`config.mk`:
```
export PLATFORM = sky130hd
export DESIGN_NAME = gpio_irq
export DESIGN_NICKNAME = d
export VERILOG_FILES = /design/src/rtl/gpio_irq.sv
export SDC_FILE = /design/constraint.sdc
export NUM_CORES = 1
export LEC_CHECK = 0
export CAP_MARGIN = 20
export CORE_ASPECT_RATIO = 0.9
export CORE_MARGIN = 5
export CORE_UTILIZATION = 35
export CTS_BUF_LIST = sky130_fd_sc_hd__clkbuf_16
export DETAILED_ROUTE_END_ITERATION = 8
export MAX_ROUTING_LAYER = met4
export SLEW_MARGIN = 10
export SYNTH_ARGS = -nofsm -noshare
export SYNTH_HDL_FRONTEND = slang
export SYNTH_SLANG_ARGS = --single-unit
```
`constraint.sdc`:
```
create_clock -name clk -period 2.6 [get_ports clk]
set_clock_uncertainty 0.05 [all_clocks]
set_input_delay 0.52 -clock clk [delete_from_list [all_inputs] [get_ports clk]]
set_output_delay 0.52 -clock clk [all_outputs]
set_load 0.05 [all_outputs]
```
`src/rtl/gpio_irq.sv`:
```
// gpio_irq: bus-mapped GPIO with set/clear/toggle aliases, synchronised inputs,
// per-pin edge detection, sticky W1C status and a registered interrupt line.
module gpio_irq #(
    parameter int                  NR_GPIOS    = 8,
    parameter int                  SYNC_STAGES = 2,
    parameter logic [NR_GPIOS-1:0] OE_RESET    = '0,
    parameter logic [NR_GPIOS-1:0] DO_RESET    = '0
) (
    input  logic                clk,
    input  logic                reset,
    input  logic                mem_sel,
    input  logic                mem_valid,
    output logic                mem_ready,
    input  logic                mem_wr,
    input  logic [11:0]         mem_addr,
    input  logic [31:0]         mem_wdata,
    output logic [31:0]         mem_rdata,
    output logic [NR_GPIOS-1:0] gpio_oe,
    output logic [NR_GPIOS-1:0] gpio_do,
    input  logic [NR_GPIOS-1:0] gpio_di,
    output logic                irq
);
    localparam logic [3:0] A_CONFIG = 4'h0;
    localparam logic [3:0] A_DOUT   = 4'h1;
    localparam logic [3:0] A_SET    = 4'h2;
    localparam logic [3:0] A_CLR    = 4'h3;
    localparam logic [3:0] A_TGL    = 4'h4;
    localparam logic [3:0] A_DIN    = 4'h5;
    localparam logic [3:0] A_IEN    = 4'h6;
    localparam logic [3:0] A_REN    = 4'h7;
    localparam logic [3:0] A_FEN    = 4'h8;
    localparam logic [3:0] A_STATUS = 4'h9;
    localparam logic [3:0] A_INFO   = 4'hA;

    logic [NR_GPIOS-1:0] oe_q, oe_d, do_q, do_d, ien_q, ien_d, ren_q, ren_d;
    logic [NR_GPIOS-1:0] fen_q, fen_d, st_q, st_d, din_prev_q;
    logic [NR_GPIOS-1:0] sync_q [SYNC_STAGES];
    logic                ready_q, irq_q, irq_d;
    logic [31:0]         rdata_q, rdata_d, rd;
    logic                acc, wr;
    logic [3:0]          off;
    logic [NR_GPIOS-1:0] wd, din, evt, w1c;
    logic                unused_bits;

    assign acc         = mem_sel & mem_valid & ~ready_q;
    assign wr          = acc & mem_wr;
    assign off         = mem_addr[5:2];
    assign wd          = mem_wdata[NR_GPIOS-1:0];
    assign din         = sync_q[SYNC_STAGES-1];
    assign evt         = (din & ~din_prev_q & ren_q) | (~din & din_prev_q & fen_q);
    assign unused_bits = ^{mem_addr[11:6], mem_addr[1:0], mem_wdata};

    assign mem_ready = ready_q;
    assign mem_rdata = rdata_q;
    assign gpio_oe   = oe_q;
    assign gpio_do   = do_q;
    assign irq       = irq_q;

    always_comb begin
        oe_d  = (wr && off == A_CONFIG) ? wd : oe_q;
        do_d  = !wr               ? do_q :
                off == A_DOUT     ? wd :
                off == A_SET      ? do_q | wd :
                off == A_CLR      ? do_q & ~wd :
                off == A_TGL      ? do_q ^ wd : do_q;
        ien_d = (wr && off == A_IEN) ? wd : ien_q;
        ren_d = (wr && off == A_REN) ? wd : ren_q;
        fen_d = (wr && off == A_FEN) ? wd : fen_q;
        // a same-cycle event overrides its own clear
        w1c   = (wr && off == A_STATUS) ? wd : '0;
        st_d  = (st_q & ~w1c) | evt;
        irq_d = |(st_q & ien_q);
        case (off)
            A_CONFIG: rd = 32'(oe_q);
            A_DOUT:   rd = 32'(do_q);
            A_DIN:    rd = 32'(din);
            A_IEN:    rd = 32'(ien_q);
            A_REN:    rd = 32'(ren_q);
            A_FEN:    rd = 32'(fen_q);
            A_STATUS: rd = 32'(st_q);
            A_INFO:   rd = {20'd0, 4'(SYNC_STAGES), 8'(NR_GPIOS)};
            default:  rd = '0;
        endcase
        rdata_d = (acc && !mem_wr) ? rd : '0;
    end

    always_ff @(posedge clk or posedge reset) begin
        if (reset) begin
            oe_q       <= OE_RESET;
            do_q       <= DO_RESET;
            ien_q      <= '0;
            ren_q      <= '0;
            fen_q      <= '0;
            st_q       <= '0;
            din_prev_q <= '0;
            sync_q     <= '{default: '0};
            ready_q    <= 1'b0;
            rdata_q    <= '0;
            irq_q      <= 1'b0;
        end else begin
            oe_q       <= oe_d;
            do_q       <= do_d;
            ien_q      <= ien_d;
            ren_q      <= ren_d;
            fen_q      <= fen_d;
            st_q       <= st_d;
            din_prev_q <= din;
            sync_q[0]  <= gpio_di;
            for (int i = 1; i < SYNC_STAGES; i++) sync_q[i] <= sync_q[i-1];
            ready_q    <= acc;
            rdata_q    <= rdata_d;
            irq_q      <= irq_d;
        end
    end
endmodule

```
# Yosys cells after proc, flatten, opt, wreduce, memory -nomap -nowiden
# Index checks and enable logic that the tools add are counted.
# W data, S select, Z words.
dict set report totals {
  in_bits 57
  word_cells 59
  regBits 106
  out_inout_bits 50
}
dict set report classes {
  n_bitwise 19
  eq_ne 10
  reduce_logical 11
  mux 7
}
# operator count
set ops {}
lappend ops {{$pmux W10 S8} 1}
lappend ops {{$and A8 B8 Y8} 7}
lappend ops {{$mux W8} 5}
lappend ops {{$mux W32} 1}
lappend ops {{$not A8 Y8} 4}
lappend ops {{$or A8 B8 Y8} 3}
lappend ops {{$eq A4 B3 Y1 const B} 4}
lappend ops {{$eq A4 B4 Y1 const B} 3}
lappend ops {{$eq A4 B2 Y1 const B} 2}
lappend ops {{$reduce_or A8 Y1} 1}
lappend ops {{$xor A8 B8 Y8} 1}
lappend ops {{$logic_and A1 B1 Y1} 6}
lappend ops {{$eq A4 B1 Y1 const B} 1}
lappend ops {{$logic_not A4 Y1} 1}
lappend ops {{$reduce_bool A4 Y1} 1}
lappend ops {{$and A1 B1 Y1} 3}
lappend ops {{$reduce_and A2 Y1} 1}
lappend ops {{$logic_not A1 Y1} 1}
lappend ops {{$not A1 Y1} 1}

# Depth between registers and ports, before layout
dict set report logic_depth {
  ltp_word 8
  depth_mapped 8
  mapped_depth_nobuf 6
}

# Worst setup path before layout
# Ideal clock, no wire load.
dict set report synth_timing {
  path_type {register -> register}
  start {reg ready_q (netlist: mem_ready)}
  end {reg ren_q[0]}
  setup_time_ns 0.125
  period_less_slack_ns 1.837
  path_buffers 0
  required_time_ns 2.425
  stages_incl_launch_ff 4
  arrival_ns 1.662
  path_slack_ns 0.763
  cell_sequence {dfrtp_1 -> nand4b_2 -> nor3_4 -> mux2_2}
}
dict set report synth_between {
  elab_chain_len 4
}
# element line
set synth_lines {}
lappend synth_lines {{start: declaration} 38} ;# logic ready_q, irq_q, irq_d;
lappend synth_lines {{start signal: assignment} 97} ;# ready_q <= 1'b0;
lappend synth_lines {{start signal: assignment} 110} ;# ready_q <= acc;
lappend synth_lines {{$not A1 Y1} 45} ;# assign acc = mem_sel & mem_valid & ~ready_q;
lappend synth_lines {{$and A1 B1 Y1} 45}
lappend synth_lines {{$and A1 B1 Y1} 46} ;# assign wr = acc & mem_wr;
lappend synth_lines {{$logic_and A1 B1 Y1} 67} ;# ren_d = (wr && off == A_REN) ? wd : ren_q;
lappend synth_lines {{end signal: assignment} 104} ;# ren_q <= ren_d;
lappend synth_lines {{end: declaration} 35} ;# logic [NR_GPIOS-1:0] oe_q, oe_d, do_q, do_d, ien_q, ien_d, ren_q, ren_d;
# Every way passes these cells.
# A chain may end at the register's enable or synchronous reset.

# Worst setup path after layout
dict set report layout_timing {
  start {reg do_q[2] (netlist: gpio_do[2])}
  end {out gpio_do[2]}
}
# element line
set layout_rtl {}
lappend layout_rtl {{start: declaration} 35}
lappend layout_rtl {{start signal: assignment} 102} ;# do_q <= do_d;
lappend layout_rtl {{end: declaration} 19} ;# output logic [NR_GPIOS-1:0] gpio_do,
# No word-level cell between the ends.

==> run summary <==
The estimated wirelength of the detail-placed design is 7730 um. TritonCTS built the clock tree. The tools report the number of violations of the max-capacitance limit as 0. The share of synthesized registers carrying an async set or reset was 1.000.

The die covers 14,400 um^2. The congestion estimate from routability-driven global placement came to 0.8624. Walking the worst path, the cells encountered are clkdlybuf4s50_1. The floorplan step set the die height to 114.3 um. The site row count is 38.

Worst hold path class: reg2reg. The number of synthesized flops with an enable pin is 0, and the leakage power total is 2.374 nW. The logs give 11,930 um^2 for the area inside the core boundary and 385 for the synthesized instance count. The tightest hold path in the finished design has a slack of 0.2965 ns. The initial core utilization came out at 0.3547. The worst path buffer plus inverter count came out at 1. In this run the remaining antenna-violating nets after routing total 0. Including well taps, the total number of placed cells is 607. On the critical path, the stage with the largest delay is an instance of sky130_fd_sc_hd__clkdlybuf4s50_1. The setup check on the worst reg-to-reg path leaves a slack of 0.79 ns. The clock latency on the worst-skew pair is 0.33 ns, and the fraction of layout cells with a size suffix above 1 is 0.1797.

The required time at the worst-slack endpoint was 2.03 ns. The worst voltage drop across the vdd grid is 0.3173 mV. The worst path meets setup with 0.4312 ns of slack. In this run the critical register-to-register path is launched from mem_ready$_DFF_PP0_.

Once the clock tree was built, the setup fixing pass inserted 0 buffers. The number of gates given a new drive strength after cts is 0. For the global-route wire length before repair, the log shows 17,250 um. The pre-CTS setup slack came out at 0.1605 ns. The mean instance size in the synthesized netlist came out at 10.99 um^2. The most critical setup path has its startpoint at gpio_do[2]$_DFFE_PP0P_. Measured in cells, the most critical reg-to-reg path has a length of 4.

The wire length per cell came out at 17.45 um. The clock passes through at most 2 buffers. sky130_fd_sc_hd__dfrtp_1 takes more of the synthesized area than any other cell.

The slew at the pin closest to its max-slew limit was 0.5051 ns. The die is 125.9 um wide. The run gives 0 as the max-slew violation count. Final-report hold violation count: 0. Dividing total power by cell area gives a power density of 768.9 nW/um^2. The end of the worst hold path is din[1]$_DFF_PP0_.

The data arrival time of the critical path is 1.60 ns. The final clock period utilization by the worst path came out at 0.8341. The post-layout utilization of the core is 0.4399. After routing, the total negative slack on setup checks comes to 0 ns. Setup repair after global routing left no endpoint under its margin. The endpoint kind of the worst setup timing path was an output pin. The library cell used most frequently in the layout, excluding fill and tap cells, is sky130_fd_sc_hd__dfrtp_1. The number of buffers added on ports is 51, and the largest net degree at the start of global routing is 84. Subtracting the final worst setup slack from the clock period gives 2.169 ns.

After clock tree synthesis, the clock-pin slew on the worst setup and hold paths is 0.06 ns. Synthesized area: 4233 um^2. The share of the synthesized area in the top cell type is 0.4907. In this run, post-CTS hold repair placed 0 buffers.

The area added between synthesis and finish works out to 24.03%. The via density per instance is 5.108, and the CTS sink count is 83. Among all flip-flop cells after synthesis, the most frequent one is sky130_fd_sc_hd__dfrtp_1. The tools report the portion of the post-synthesis area used by sequential elements as 0.4907.

Worst hold path startpoint: sync_q[9]$_DFF_PP0_. The tree is rooted in a sky130_fd_sc_hd__clkbuf_16. For this run, design rule violations remaining after detail routing come to 0. The clock tree synthesis step divided the H-tree into 3 levels. The global-route usage over all layers is 0.1572, and the via total after detailed routing is 3,177. Setup violations remaining at the end of the flow were counted as 0.

Counting instances, the worst hold path has a depth of 0. The largest incremental delay on the critical path works out to 0.84 ns. The biggest fanout along the worst timing path is 4, and the maximum clock rate is 461.1 MHz. Leaving out fill and tap cells, the most frequent cells in the layout are 83 x sky130_fd_sc_hd__dfrtp_1, 50 x sky130_fd_sc_hd__clkdlybuf4s50_1, 31 x sky130_fd_sc_hd__mux2_2.

The antenna diode count was 0; the yosys synthesis warning count was 0. For this block, the initial DRC count from the detailed router was 231. The distinct cell type count of the synthesized netlist is 52.

The count of nets after finishing was 531. Normalized max-slew margin: 0.6622. By startpoint and endpoint, the worst setup path is classified as reg2out. The endpoint identified for the worst register-to-register timing path is fen_q[7]$_DFFE_PP0P_. The run finished with clean final reports.

Category of cells accounting for the largest share of critical-path delay: buffers and inverters. For the total I/O pin count, the log shows 107. After detailed routing, the total wire length is 10,860 um. The flip-flop and latch count after synthesis is 83.

Leaving out filler cells and counting taps, the final layout contains 622. The via count of the first global-routing pass is 3,291, and the first-pass iteration count of the detailed router is 4. The total CTS buffers is 9. For the number of antenna violations at the first check in global routing, the log shows 0. STA classifies the critical path startpoint as a flip-flop. Summed over all layers, the global routing overflow is 0. In the post-synthesis netlist, the biggest area contributors are sky130_fd_sc_hd__dfrtp_1 49%, sky130_fd_sc_hd__mux2_2 8.2%, sky130_fd_sc_hd__buf_4 4.8%.
cells in the mapped netlist, types with 2 or more instances:
cell type and number:
sky130_fd_sc_hd__a21o_1 9, sky130_fd_sc_hd__and3b_1 2, sky130_fd_sc_hd__a41oi_1 2, sky130_fd_sc_hd__mux2_2 31, sky130_fd_sc_hd__o22ai_1 7, sky130_fd_sc_hd__nor2_1 22, sky130_fd_sc_hd__nand2_2 3, sky130_fd_sc_hd__nor3b_2 2
sky130_fd_sc_hd__and2b_1 2, sky130_fd_sc_hd__a221o_1 9, sky130_fd_sc_hd__o21ai_0 23, sky130_fd_sc_hd__buf_2 9, sky130_fd_sc_hd__nor3_1 3, sky130_fd_sc_hd__a221oi_1 2, sky130_fd_sc_hd__nor2b_1 3, sky130_fd_sc_hd__buf_4 27
sky130_fd_sc_hd__clkbuf_1 2, sky130_fd_sc_hd__nand3_1 9, sky130_fd_sc_hd__a21oi_1 7, sky130_fd_sc_hd__nand3b_1 8, sky130_fd_sc_hd__o211ai_1 2, sky130_fd_sc_hd__nand2b_1 2, sky130_fd_sc_hd__dfrtp_1 83, sky130_fd_sc_hd__nor3_4 2
sky130_fd_sc_hd__a22o_1 4, sky130_fd_sc_hd__a22oi_1 8, sky130_fd_sc_hd__inv_1 18, sky130_fd_sc_hd__and3_1 4, sky130_fd_sc_hd__a31oi_1 2, sky130_fd_sc_hd__mux2i_1 13, sky130_fd_sc_hd__ha_1 16, sky130_fd_sc_hd__nand2_1 29
sequential cells by signal, summed over array words and instances (netlist names):
signal	cells
sync_q	8
irq	1
ren_q	8
gpio_do	8
din	8
fen_q	8
mem_rdata	9
st_q	8
ien_q	8
din_prev_q	8
mem_ready	1
gpio_oe	8
area by class of cell:
class / count / area [um^2]
Clock buffer: 9 / 225.2
Clock inverter: 6 / 27.53
Inverter: 20 / 78.83
Tap cell: 160 / 200.2
Multi-Input combinational cell: 266 / 1908
Fill cell: 1142 / 6684
Timing Repair Buffer: 78 / 733.2
Sequential cell: 83 / 2077
power by group:
part	switching (W)	leakage [nW]	internal (W)
sequential	0.000184	1.03	0.00148
clock	0.000489	0.133	0.000626
combinational	0.000764	1.22	0.000490
total	0.00144	2.37	0.00260
stage by stage:
stage / area (um^2) / total power (W)
2_1_floorplan: 4319 / 0.002537
3_3_place_gp: 4997 / 0.002889
3_5_place_dp: 4997 / 0.002940
4_1_cts: 5250 / 0.004066
5_1_grt: 5250 / 0.004239
6_report: 5250 / 0.004037
per-layer routing:
metal  track usage  part of all wire
met5             -                 0
met4       0.05504             0.027
met3       0.04478             0.079
met2        0.2301              0.44
met1        0.2100              0.45
kinds of logic (layout without fill, tap and decap cells):
kind of cell             after synthesis  in the layout  synth area share
buffers and inverters                 58            113           0.07803
AND/OR/NAND/NOR                       99             99            0.1289
adder cells (fa/ha/maj)               16             16           0.04729
multiplexers                          45             45            0.1159
AO/OA/AOI/OAI                         82             82            0.1363
XOR/XNOR                               1              1          0.002070
other                                  1             23         0.0008859
flip-flops                            83             83            0.4907
worst max-delay path by stage:
stage                            to  slack [ns]  cells past startpoint
2_1_floorplan  ren_q[0]$_DFFE_PP0P_        0.76                      3
5_1_grt                  gpio_do[6]        0.37                      1
4_1_cts                  gpio_do[6]        0.42                      1
3_3_place_gp   ren_q[0]$_DFFE_PP0P_        0.17                      7
6_report                 gpio_do[2]        0.43                      1
3_5_place_dp      st_q[1]$_DFF_PP0_        0.16                      7
(Power assumes the default switching activity.)
